==> src/rtl/rect_fill_ctrl.sv <==
// Rectangle fill sequencer: clips the requested box to the screen, then walks
// it row-major and strobes the VGA adapter's plot interface, stalling on hold.
module rect_fill_ctrl #(
  parameter int SCREEN_W = 160,
  parameter int SCREEN_H = 120,
  parameter int X_W      = 8,
  parameter int Y_W      = 7,
  parameter int C_W      = 3
) (
  input  logic           clk,
  input  logic           reset,
  input  logic           start,
  input  logic [X_W-1:0] x0,
  input  logic [X_W-1:0] x1,
  input  logic [Y_W-1:0] y0,
  input  logic [Y_W-1:0] y1,
  input  logic [C_W-1:0] colour,
  input  logic           hold,
  output logic [X_W-1:0] vga_x,
  output logic [Y_W-1:0] vga_y,
  output logic [C_W-1:0] vga_colour,
  output logic           vga_plot,
  output logic           busy,
  output logic           done
);

  // state | meaning
  // IDLE  | waiting for start; request fields latched on the accepting edge
  // SETUP | clip far corner to the screen, reject empty boxes, load counters
  // DRAW  | one pixel per un-held cycle, x fastest
  // DONE  | single-cycle completion pulse
  typedef enum logic [1:0] {S_IDLE, S_SETUP, S_DRAW, S_DONE} state_t;

  localparam logic [X_W-1:0] X_MAX = X_W'(SCREEN_W - 1);
  localparam logic [Y_W-1:0] Y_MAX = Y_W'(SCREEN_H - 1);
  localparam logic [X_W-1:0] X_ONE = X_W'(1);
  localparam logic [Y_W-1:0] Y_ONE = Y_W'(1);

  state_t         state_q, state_d;
  logic [X_W-1:0] cx_q, cx_d, x0_q, x0_d, x1_q, x1_d;
  logic [Y_W-1:0] cy_q, cy_d, y0_q, y0_d, y1_q, y1_d;
  logic [C_W-1:0] colour_q, colour_d;

  always_ff @(posedge clk or negedge reset) begin
    if (!reset) begin
      state_q  <= S_IDLE;
      cx_q     <= '0;
      cy_q     <= '0;
      x0_q     <= '0;
      x1_q     <= '0;
      y0_q     <= '0;
      y1_q     <= '0;
      colour_q <= '0;
    end else begin
      state_q  <= state_d;
      cx_q     <= cx_d;
      cy_q     <= cy_d;
      x0_q     <= x0_d;
      x1_q     <= x1_d;
      y0_q     <= y0_d;
      y1_q     <= y1_d;
      colour_q <= colour_d;
    end
  end

  always_comb begin
    state_d  = state_q;
    cx_d     = cx_q;
    cy_d     = cy_q;
    x0_d     = x0_q;
    x1_d     = x1_q;
    y0_d     = y0_q;
    y1_d     = y1_q;
    colour_d = colour_q;
    case (state_q)
      S_IDLE: begin
        if (start) begin
          x0_d     = x0;
          x1_d     = x1;
          y0_d     = y0;
          y1_d     = y1;
          colour_d = colour;
          state_d  = S_SETUP;
        end
      end
      S_SETUP: begin
        // Clipped bounds overwrite the raw ones so DRAW compares directly.
        x1_d = (x1_q > X_MAX) ? X_MAX : x1_q;
        y1_d = (y1_q > Y_MAX) ? Y_MAX : y1_q;
        if ((x0_q > x1_d) || (y0_q > y1_d)) begin
          state_d = S_DONE;
        end else begin
          cx_d    = x0_q;
          cy_d    = y0_q;
          state_d = S_DRAW;
        end
      end
      S_DRAW: begin
        if (!hold) begin
          if ((cx_q == x1_q) && (cy_q == y1_q)) begin
            state_d = S_DONE;
          end else if (cx_q == x1_q) begin
            cx_d = x0_q;
            cy_d = cy_q + Y_ONE;
          end else begin
            cx_d = cx_q + X_ONE;
          end
        end
      end
      S_DONE:  state_d = S_IDLE;
      default: state_d = S_IDLE;
    endcase
  end

  assign vga_x      = cx_q;
  assign vga_y      = cy_q;
  assign vga_colour = colour_q;
  assign vga_plot   = (state_q == S_DRAW) && !hold;
  assign busy       = (state_q == S_SETUP) || (state_q == S_DRAW);
  assign done       = (state_q == S_DONE);

endmodule

==> config.mk <==
export PLATFORM = sky130hd
export DESIGN_NAME = rect_fill_ctrl
export DESIGN_NICKNAME = d
export VERILOG_FILES = /design/src/rtl/rect_fill_ctrl.sv
export SDC_FILE = /design/constraint.sdc
export NUM_CORES = 1
export LEC_CHECK = 0
export BUFFER_PORTS_ARGS = -buffer_cell sky130_fd_sc_hd__buf_2
export CAP_MARGIN = 20
export CELL_PAD_IN_SITES_DETAIL_PLACEMENT = 0
export CELL_PAD_IN_SITES_GLOBAL_PLACEMENT = 1
export CORE_MARGIN = 2
export CORE_UTILIZATION = 30
export DETAILED_ROUTE_END_ITERATION = 16
export PLACE_DENSITY = 0.58
export RECOVER_POWER = 100
export SYNTH_ARGS = -nofsm -noshare
export SYNTH_HDL_FRONTEND = slang
export SYNTH_SLANG_ARGS = --single-unit
==> constraint.sdc <==
create_clock -name clk -period 3.3 [get_ports clk]
set_clock_uncertainty 0.15 [all_clocks]
set_input_delay 0.165 -clock clk [delete_from_list [all_inputs] [get_ports clk]]
set_output_delay 0.165 -clock clk [all_outputs]
set_load 0.05 [all_outputs]
* Word-level counts from Yosys, hierarchy flattened *
Cells that the tools add are included.

storage, ports and cells
  register bits after elaboration = 50
  word-level logic and storage cells = 59
  output and inout port bits = 21
  bits of input ports = 37

operators by class
  $add $sub $neg = 2
  magnitude comparators = 4
  muxes and demuxes = 21
  reductions and logical operators = 13
  equality and inequality tests = 11

operators by type and width
  cell                   number
  $mux W8                6
  $mux W7                6
  $pmux W8 S2            2
  $pmux W7 S2            2
  $ne A2 B2 Y1 const B   6
  $add A8 B1 Y8 const B  1
  $eq A8 B8 Y1           1
  $gt A8 B8 Y1           1
  $gt A8 B8 Y1 const B   1
  $pmux W2 S4            1
  $add A7 B1 Y7 const B  1
  $eq A7 B7 Y1           1
  $gt A7 B7 Y1           1
  $gt A7 B7 Y1 const B   1
  $mux W2                3
  $reduce_and A5 Y1      1
  $eq A2 B2 Y1 const B   2
  $reduce_and A2 Y1      2
  $reduce_and A4 Y1      1
  $reduce_bool A2 Y1     2
  $reduce_and A3 Y1      1
  $eq A2 B1 Y1 const B   1
  $logic_and A1 B1 Y1    2
  $logic_not A2 Y1       1
  3 further kinds        4

* Logic depth before layout (Yosys ltp) *
Gate-level depths: netlist (run 1).

  depth in word-level cells = 6
  gate-level depth with buffers = 11
  depth with buffers taken out = 10

* Worst setup path after synthesis (run 1) *
No wires, ideal clock.

  path type = reg2reg
  from = register x1_q[6]
  to = register cy_q[4] (netlist: vga_y[4])
  arrival = 2367 ps
  setup slack = 662 ps
  stages on the path, launching flop included = 12
  path buffers = 1
  required time = 3030 ps
  period minus slack after synthesis = 2638 ps
  setup time = 120 ps
  path through = dfrtp_1 -> inv_1 -> a21oi_1 -> nor2_1 -> ha_1 -> and4_1 -> a221o_1 -> a41o_1 -> o221a_2 -> clkbuf_1 -> o211a_1 -> o211a_1

on the way
  cells in the longest elaborated chain, start to end = 6
  elaborated cells between the ends (all ways) = 10
  those cells by class = order compare: 2; eq/ne: 4; mux: 1; reduce/logical: 3

ends and longest elaborated chain
  element                          RTL line  RTL
  from (decl)                      40        logic [X_W-1:0] cx_q, cx_d, x0_q, x0_d, x1_q, x1_d;
  from (signal assigned)           50        x1_q <= '0;
  from (signal assigned)           59        x1_q <= x1_d;
  $gt A8 B8 Y1                     88        x1_d = (x1_q > X_MAX) ? X_MAX : x1_q;
  $mux W8                          88
  $gt A8 B8 Y1                     90        if ((x0_q > x1_d) || (y0_q > y1_d)) begin
  $logic_or A1 B1 Y1               90
  $ne A2 B2 Y1 (no line)           -
  $reduce_and A5 Y1 (no line) (*)  -
  to (signal assigned)             57        cy_q <= cy_d;
  to (decl)                        41        logic [Y_W-1:0] cy_q, cy_d, y0_q, y0_d, y1_q, y1_d;

Mark *: on every way between the ends. The rest lies on a longest branch, timed or not.
A chain may end at the register's enable or synchronous reset.

* Worst setup path in the final report (run 1) *
  from = register x1_q[6]
  to = register cy_q[5] (netlist: vga_y[5])

Same word-level chain as after synthesis.

==> results.yml, run 1 <==
global_routing:
  grt_pass1_vias: 2810
  grt_start_max_net_pins: 42
  met1_usage: 0.2447
  grt_busiest_layer: "met2"
  grt_pass1_wl_um: 14770
  grt_overflow: 0
  grt_util_met3: 0.02269
  gr-usage-met2: 0.2548
  track_usage: 0.1661
  antenna_found_initial: 0
synth:
  syn_area_per_cell_um2: 9.748
  yosys.area_share.xor_xnor: 0.04212
  synthCells: 320
  ys_seq_elements: 50
  synth-async-reset-ratio: 1.000
  netlist_top_cells_area: "dfrtp_1, ha_1, mux2_2"
  synth_edf_count: 0
  synthesis.area_um2: 3119
  muxShareOfSynthArea: 0.07300
  synth_nets: 377
  synth_top_flop_cell: "dfrtp_1"
  synth.distinct_cells: 53
  yosys.area.top_type: "dfrtp_1"
  synth_seq_area_share: 0.4011
  synthSimpleGateAreaFrac: 0.1737
  yosysWarnings: 0
  yosys.area.top_type_share: 0.4011
  synth_adder_area_share: 0.08343
  synth_top_family_by_area: "compound AO/OA/AOI/OAI gates"
  synth-compound-area-share: 0.1817
setup_path:
  startpoint_type: "flip-flop"
  crit_path_max_fanout: 21
  cp.arrival_ps: 3050
  required_ps: 3360
  worstSetupPathType: "flip-flop to flip-flop"
  end_kind: "flip-flop"
timing:
  holdWs_ps: 103.9
  hold_viol: 0
  fin_setup_tns_ps: 0
  fin_ws_ps: 310.6
  setup_viol: 0
  slew_viol_final: 42
  slew_headroom: -0.5360
  period_needed_ps: 2989
  max_freq_ghz: 0.3345
  worstMarginPinSlew_ps: 2304
  fin_crit_sh: 0.9059
  rsz0062_at_grt: "no"
placement:
  dp_cells: 509
  dpl-instance-area_um2: 3562
  place_congestion: 0.8179
  dp_hpwl_um: 6613
  dpl_worst_slack_ps: 342.9
  place.port_buffers: 57
layout:
  stdcell_area_um2: 3889
  area_delta_synth_final_pct: 24.67
  fin_util: 0.3801
  fillers: 1058
  diodes: 0
  fin_cells: 547
  nNetsFinal: 467
  drive_gt1_frac: 0.1752
detailed_routing:
  drt-total-wl_um: 8818
  num_vias: 2773
  routedWlPerCell_um: 16.12
  drtAntennaViolNets: 0
  drt-vias-per-instance: 5.069
  firstDrtPassIters: 4
  drcViolationCount: 0
  first_iter_violations: 141
power:
  power_mw: 1.546
  vdd_drop_max_mv: 0.2026
  powerDensity_nw_per_um2: 397.5
  power_leakage_nw: 1.775
die:
  rows: 37
  die_area_um2: 11230
  die_h_um: 106.0
  fp.coreArea_um2: 10230
  dieWidth_um: 106.0
  boundaryPins: 58
  initial_core_util: 0.3049
cts:
  hold_buffers: 30
  cts_resized: 0
  cts.clk_slew.worst_paths_ps: 100
  cts_tree: "done"
  htreeDepth: 2
  cts_inserted_buffers: 5
  post_cts_buffers: 0
  clk_latency_ps: 300
  clock-sinks: 50
  clockBufferDepth: 2
  cts-root-buf: "clkbuf_8"
outcome:
  status: "complete, but fails checks"
  violations: "capacitance limit, slew limit"
worst_hold_path:
  hp-class: "primary input to flip-flop"
run:
  drv_cap: 1
==> layout make-up <==
cell class              count  area (um2)  area share
multi-input cells         239        1705      0.4385
flip-flops and latches     50        1251      0.3218
repair buffers             94       600.6      0.1544
well taps                 136       170.2     0.04376
inverters                  20       75.07     0.01931
clock buffers               6       72.57     0.01866
clock inverters             2       13.76    0.003539
==> power breakdown <==
| group | leakage, nW | switching [mW] | total (mW) | internal, mW |
|---|---|---|---|---|
| logic | 1.11 | 0.289 | 0.435 | 0.146 |
| registers | 0.620 | 0.0904 | 0.747 | 0.656 |
| clock network | 0.0452 | 0.214 | 0.364 | 0.150 |
| total | 1.78 | 0.593 | 1.55 | 0.953 |
==> path summary, 6_finish.rpt <==
| check | start | to | slack [ps] | cells after the start |
|---|---|---|---|---|
| setup / recovery | x1_q[6] | vga_y[5] | 310 | 10 |
| hold / removal | y1[0] | y1_q[0] | 100 | 4 |
| setup reg to reg | x1_q[6] | vga_y[5] | 310 | 10 |
| hold reg to reg | y0_q[2] | y0_q[2] | 370 | 1 |
| max in group asynchronous | reset | y1_q[2] | 750 | 2 |
| min in group asynchronous | reset | x0_q[3] | 940 | 2 |
==> kinds of logic (layout without fill, tap and decap cells) <==
family / count (synthesis) / in the layout
compound gates: 80 / 80
xor+xnor: 15 / 15
fa+ha+maj: 21 / 21
buf+inv: 31 / 122
flops: 50 / 50
mux: 20 / 20
simple gates: 103 / 103
==> Yosys cell counts (3+ instances only) <==
| cell type | n |
|---|---|
| o211a_1 | 4 |
| o21ai_0 | 17 |
| nor4_1 | 4 |
| nor2_1 | 16 |
| and4_1 | 5 |
| and3_1 | 4 |
| nand3b_1 | 4 |
| nand3_1 | 14 |
| a41o_1 | 3 |
| o22a_1 | 5 |
| a21oi_1 | 14 |
| xnor2_1 | 7 |
| ha_1 | 20 |
| clkbuf_1 | 7 |
| a31oi_1 | 10 |
| xor2_1 | 8 |
| nand2b_1 | 5 |
| inv_1 | 19 |
| nand4_1 | 5 |
| buf_6 | 3 |
| nor2b_1 | 5 |
| dfrtp_1 | 50 |
| nand2_1 | 31 |
| nor3_1 | 3 |
| mux2_2 | 18 |
| a21o_1 | 3 |
==> worst max-delay path: stages, from the launching register on <==
cell and delay [ps]:
dfrtp_1 410, inv_1 70, a21oi_1 300, nor2_1 80, ha_1 290, and4_1 220
a221o_1 330, a41o_1 240, o221a_2 280, and2_4 280, a211oi_1 230
==> registers in the layout (all words and copies together), names as in the netlist <==
register	cells
vga_y	7
x0_q	8
x1_q	8
y1_q	7
state_q	2
vga_colour	3
vga_x	8
y0_q	7
==> per-layer routing <==
metal  share of wire  up-vias
met3           0.034        8
met4           0.017        0
li1                -     1357
met2            0.45       67
met1            0.50     1341
met5               0        -
==> cell usage in the layout, fill, tap and decap left out, types with 5 or more instances in the layout <==
master,n
ha_1,20
nand3_1,14
nand2b_1,5
dlygate4sd3_1,30
clkbuf_8,5
nand4_1,5
nand2_1,31
dfrtp_1,50
o22a_1,5
mux2_2,18
a21oi_1,14
xnor2_1,7
nor2b_1,5
o21ai_0,17
a31oi_1,10
nor2_1,16
xor2_1,8
buf_2,35
inv_1,19
clkbuf_1,25
and4_1,5
No activity file was read; power rests on OpenSTA's default activity.
==> run 2, diff against run 1 <==
--- a/config.mk
+++ b/config.mk
@@ -11,6 +11,7 @@
 export CELL_PAD_IN_SITES_GLOBAL_PLACEMENT = 1
 export CORE_MARGIN = 2
 export CORE_UTILIZATION = 30
+export CTS_BUF_LIST = sky130_fd_sc_hd__clkbuf_16
 export DETAILED_ROUTE_END_ITERATION = 16
 export PLACE_DENSITY = 0.58
 export RECOVER_POWER = 100
==> run 2 against run 1 <==
Against the previous run:
- non-clock buffer count stayed put
- largest power group unchanged
- highest routed layer unchanged
- largest cell class unchanged
- register-to-register slack about the same
- sequential share of layout area shrank 0.46 points
- the flow still finishes with violations (capacitance limit, slew limit)
==> results.yml, run 2 (synthesized netlist as in run 1, its figures left out) <==
setup_path:
  cp.arrival_ps: 3010
  required_ps: 3330
  worstSetupPathType: "flip-flop to flip-flop"
  critPathBufInv: 1
  critPathSlowestCell: "dfrtp_1"
  worstPathCellList: "inv_1 > a21oi_1 > nor2_1 > ha_1 > and4_1 > a221o_1 > a41o_1 > o221a_2 > and2_4 > o211a_1"
  crit_path_max_fanout: 21
  reg2reg_from: "x1_q[6]"
  crit_start: "x1_q[6]"
  cp_slowest_stage_delay_ps: 410
  reg2reg_slack_ps: 320
  cp_top_family: "compound AO/OA/AOI/OAI gates"
  end_kind: "flip-flop"
  startpoint_type: "flip-flop"
power:
  power_frac_seq: 0.441
  powerDensity_nw_per_um2: 428.9
  power_mw: 1.692
  p_switching_mw: 0.6103
  combPwrFrac: 0.257
  clockPowerShare: 0.301
  sw_frac_of_total: 0.3607
  p_int_mw: 1.082
  power_leakage_nw: 1.805
  vdd_drop_max_mv: 0.2332
die:
  dieWidth_um: 106.0
  initial_core_util: 0.3049
  rows: 37
  die_h_um: 106.0
  die_area_um2: 11230
  boundaryPins: 58
  fp.coreArea_um2: 10230
cts:
  clock-sinks: 50
  clockBufferDepth: 2
  clk_latency_ps: 290
  cts.clk_slew.worst_paths_ps: 70
  cts_inserted_buffers: 5
  cts_tree: "done"
  cts-root-buf: "clkbuf_16"
  cts_resized: 0
  htreeDepth: 2
  post_cts_buffers: 0
global_routing:
  antenna_found_initial: 0
  track_usage: 0.1654
  grt_pass1_wl_um: 14720
  grt_start_max_net_pins: 42
  grt_pass1_vias: 2796
  grt_overflow: 0
timing:
  slew_viol_final: 42
  fin_crit_sh: 0.9039
  worstMarginPinSlew_ps: 2322
  slew_headroom: -0.5483
  hold_viol: 0
  rsz0062_at_grt: "no"
  period_needed_ps: 2983
  max_freq_ghz: 0.3352
  fin_setup_tns_ps: 0
  setup_viol: 0
layout:
  nNetsFinal: 467
  drive_gt1_frac: 0.1752
  seq_area_um2: 1251
  area_delta_synth_final_pct: 26.47
  fin_util: 0.3856
  most-common-layout-cells: "dfrtp_1, buf_2, nand2_1"
  final_common_cell: "dfrtp_1"
  fillers: 1056
  multi_input_area_um2: 1705
  diodes: 0
  stdcell_area_um2: 3945
detailed_routing:
  num_vias: 2779
  drcViolationCount: 0
  drtAntennaViolNets: 0
  firstDrtPassIters: 4
  drt-vias-per-instance: 5.080
  first_iter_violations: 134
  drt-total-wl_um: 8853
  routedWlPerCell_um: 16.18
placement:
  dp_hpwl_um: 6613
  dpl-instance-area_um2: 3562
  place_congestion: 0.8179
  place.port_buffers: 57
worst_hold_path:
  hp-class: "primary input to flip-flop"
  min-delay-start: "y1[0]"
outcome:
  status: "complete, but fails checks"
  violations: "capacitance limit, slew limit"
run:
  drv_cap: 1
[run 2: final cells by class]
class	instances	share of cell area
Clock inverter	3	0.004440
Clock buffer	5	0.03172
Tap cell	136	0.04313
Sequential cell	50	0.3172
Inverter	20	0.01903
Timing Repair Buffer	94	0.1522
Multi-Input combinational cell	239	0.4323
[run 2: repair_timing]
| item | 4_1_cts | 5_1_grt |
|---|---|---|
| hold buffers | 30 | 0 |
| endpoints found under the setup margin | 0 | 0 |
| hold endpoints to repair | 69 | 0 |
[run 2: routing by layer]
layer,part of all wire,vias up,GRT usage,routed length (um)
li1,-,1358,-,-
met1,0.49,1334,0.2451,4348
met2,0.45,79,0.2521,3989
met3,0.044,8,0.02330,388
met4,0.014,0,0.04511,127
met5,0,-,0,0
[run 2: stage by stage]
| stage | cells | setup WS (ps) | hold slack (ps) |
|---|---|---|---|
| 2_1_floorplan | 320 | 662.3 | -280.6 |
| 3_3_place_gp | 509 | 397.4 | 220.5 |
| 3_5_place_dp | 509 | 342.9 | 225.1 |
| 4_1_cts | 547 | 323.0 | 101.6 |
| 5_1_grt | 547 | 110.0 | 146.1 |
| 6_report | 547 | 317.1 | 123.0 |
[run 2: worst min-delay path, cell delays in order]
cell and delay (ps):
buf_2 90, nand3b_1 130, o21ai_0 70, a21oi_1 60
[run 2: power groups by stage]
stage	Sequential [mW]	Clock, mW	Combinational (mW)
2_1_floorplan	0.876	0	0.164
3_3_place_gp	0.762	0	0.422
3_5_place_dp	0.757	0	0.423
4_1_cts	0.747	0.527	0.451
5_1_grt	0.757	0.555	0.472
6_report	0.747	0.510	0.435
[run 2: worst paths after layout]
check                                end  cells past startpoint
min in group asynchronous        x1_q[0]                      2
worst max register to register  vga_y[2]                     10
max in group asynchronous        y1_q[2]                      2
worst max-delay path            vga_y[2]                     10
worst min register to register   y0_q[2]                      1
worst min-delay path             y1_q[0]                      4
==> run 3, diff against run 2 <==
--- a/config.mk
+++ b/config.mk
@@ -10,10 +10,10 @@
 export CELL_PAD_IN_SITES_DETAIL_PLACEMENT = 0
 export CELL_PAD_IN_SITES_GLOBAL_PLACEMENT = 1
 export CORE_MARGIN = 2
-export CORE_UTILIZATION = 30
+export CORE_UTILIZATION = 43
 export CTS_BUF_LIST = sky130_fd_sc_hd__clkbuf_16
 export DETAILED_ROUTE_END_ITERATION = 16
-export PLACE_DENSITY = 0.58
+export PLACE_DENSITY = 0.78
 export RECOVER_POWER = 100
 export SYNTH_ARGS = -nofsm -noshare
 export SYNTH_HDL_FRONTEND = slang
==> run 3 against run 2 <==
Against the previous run:
- the run now ends clean
- highest routed layer unchanged
- critical path type unchanged
- sequential share of layout area up 0.13 points
- critical endpoint unchanged
- worst setup slack got worse by 63 ps
- clock power grew 15%
- total power up 4.5%
- cell area is 0.41% lower
- via count rose by 0.61%
- fmax is 2.1% lower
- sequential power about the same
==> results.yml, run 3 (synthesized netlist as in run 1, its figures left out) <==
outcome:
  status: "completed"
power:
  power_leakage_nw: 1.811
  powerDensity_nw_per_um2: 450.1
  power_mw: 1.768
  vdd_drop_max_mv: 0.1965
placement:
  dpl-instance-area_um2: 3508
  dp_hpwl_um: 6027
  place_congestion: 0.8564
  place.port_buffers: 57
setup_path:
  end_kind: "flip-flop"
  cp.arrival_ps: 3070
  crit_path_max_fanout: 21
  worstSetupPathType: "flip-flop to flip-flop"
  startpoint_type: "flip-flop"
  required_ps: 3330
timing:
  max_freq_ghz: 0.3283
  rsz0062_at_grt: "no"
  setup_viol: 0
  slew_headroom: 0.1912
  fin_setup_tns_ps: 0
  period_needed_ps: 3046
  fin_crit_sh: 0.9231
  holdWs_ps: 119.6
  hold_viol: 0
  worstMarginPinSlew_ps: 1213
  slew_viol_final: 0
die:
  boundaryPins: 58
  initial_core_util: 0.4371
  rows: 31
  die_area_um2: 7951
  dieWidth_um: 89.17
  die_h_um: 89.17
  fp.coreArea_um2: 7137
cts:
  htreeDepth: 2
  cts.clk_slew.worst_paths_ps: 70
  cts_tree: "done"
  cts-root-buf: "clkbuf_16"
  clk_latency_ps: 290
  cts_inserted_buffers: 5
  post_cts_buffers: 0
  clockBufferDepth: 2
  hold_buffers: 30
  cts_resized: 0
  clock-sinks: 50
layout:
  stdcell_area_um2: 3929
  area_delta_synth_final_pct: 25.95
  most-common-layout-cells: "dfrtp_1, buf_2, nand2_1"
  nNetsFinal: 466
  diodes: 0
  fillers: 680
  drive_gt1_frac: 0.1805
  fin_util: 0.5505
  final_common_cell: "dfrtp_1"
run:
  drv_cap: 0
global_routing:
  grt_start_max_net_pins: 30
  met1_usage: 0.3162
  grt_pass1_wl_um: 13470
  grt_util_met3: 0.03601
  antenna_found_initial: 0
  grt_busiest_layer: "met2"
  gr-usage-met2: 0.3529
  track_usage: 0.2210
  grt_pass1_vias: 2683
  grt_overflow: 0
worst_hold_path:
  hp-class: "primary input to flip-flop"
detailed_routing:
  num_vias: 2796
  first_iter_violations: 164
  drtAntennaViolNets: 0
  drt-vias-per-instance: 5.493
  firstDrtPassIters: 4
  drt-total-wl_um: 8280
  routedWlPerCell_um: 16.27
  drcViolationCount: 0
==> run 3: cell count changes in the layout (fill, tap and decap cells not counted) <==
cell	previous run	this run
a211oi_2	0	1
nor3_1	4	3
nor3_2	0	1
clkinv_4	1	0
a211oi_1	4	3
clkbuf_1	24	23
bufinv_16	0	1
clkinvlp_4	0	1
clkinv_2	1	0
==> run 3: area by class of cell <==
type / instances / area (um2) / area share
clock buffer: 5 / 125.1 / 0.03185
clock inverter: 3 / 41.29 / 0.01051
inverter: 20 / 75.07 / 0.01911
multi-input combinational: 239 / 1715 / 0.4366
sequential: 50 / 1251 / 0.3185
tap: 99 / 123.9 / 0.03153
timing repair buffer: 93 / 596.8 / 0.1519
==> run 3: routing by layer <==
metal	wire length, um	part of all wire
met1	3945	0.48
met2	3886	0.47
met3	390	0.047
met4	58	0.0070
met5	0	0
==> run 3: critical path: stages, from the launching register on <==
cell and delay [ps]:
dfrtp_1 400, inv_1 70, a21oi_1 340, nor2_1 100
ha_1 300, and4_1 210, a221o_1 310, a41o_1 260
o221a_2 290, and2_4 280, o211a_1 220
==> run 3: final timing paths <==
check,depth (start not counted),to,start,slack (ps)
setup / recovery,10,vga_y[2],x1_q[6],250
hold / removal,4,y1_q[2],y1[2],120
setup reg to reg,10,vga_y[2],x1_q[6],250
hold reg to reg,1,vga_colour[1],vga_colour[1],360
max in group asynchronous,3,y1_q[0],reset,1140
min in group asynchronous,2,x0_q[4],reset,490
==> run 3: through the flow <==
stage,worst slack (ps),cells
after floorplan,662.3,320
after global placement,438.9,471
after detailed placement,300.3,471
after CTS,276.9,509
after global routing,19.28,509
final,253.8,509
==> run 3: power by group <==
part	total (mW)	switching, mW	internal (mW)
registers	0.746	0.0890	0.657
clock network	0.587	0.232	0.355
logic	0.435	0.289	0.146
total	1.77	0.611	1.16
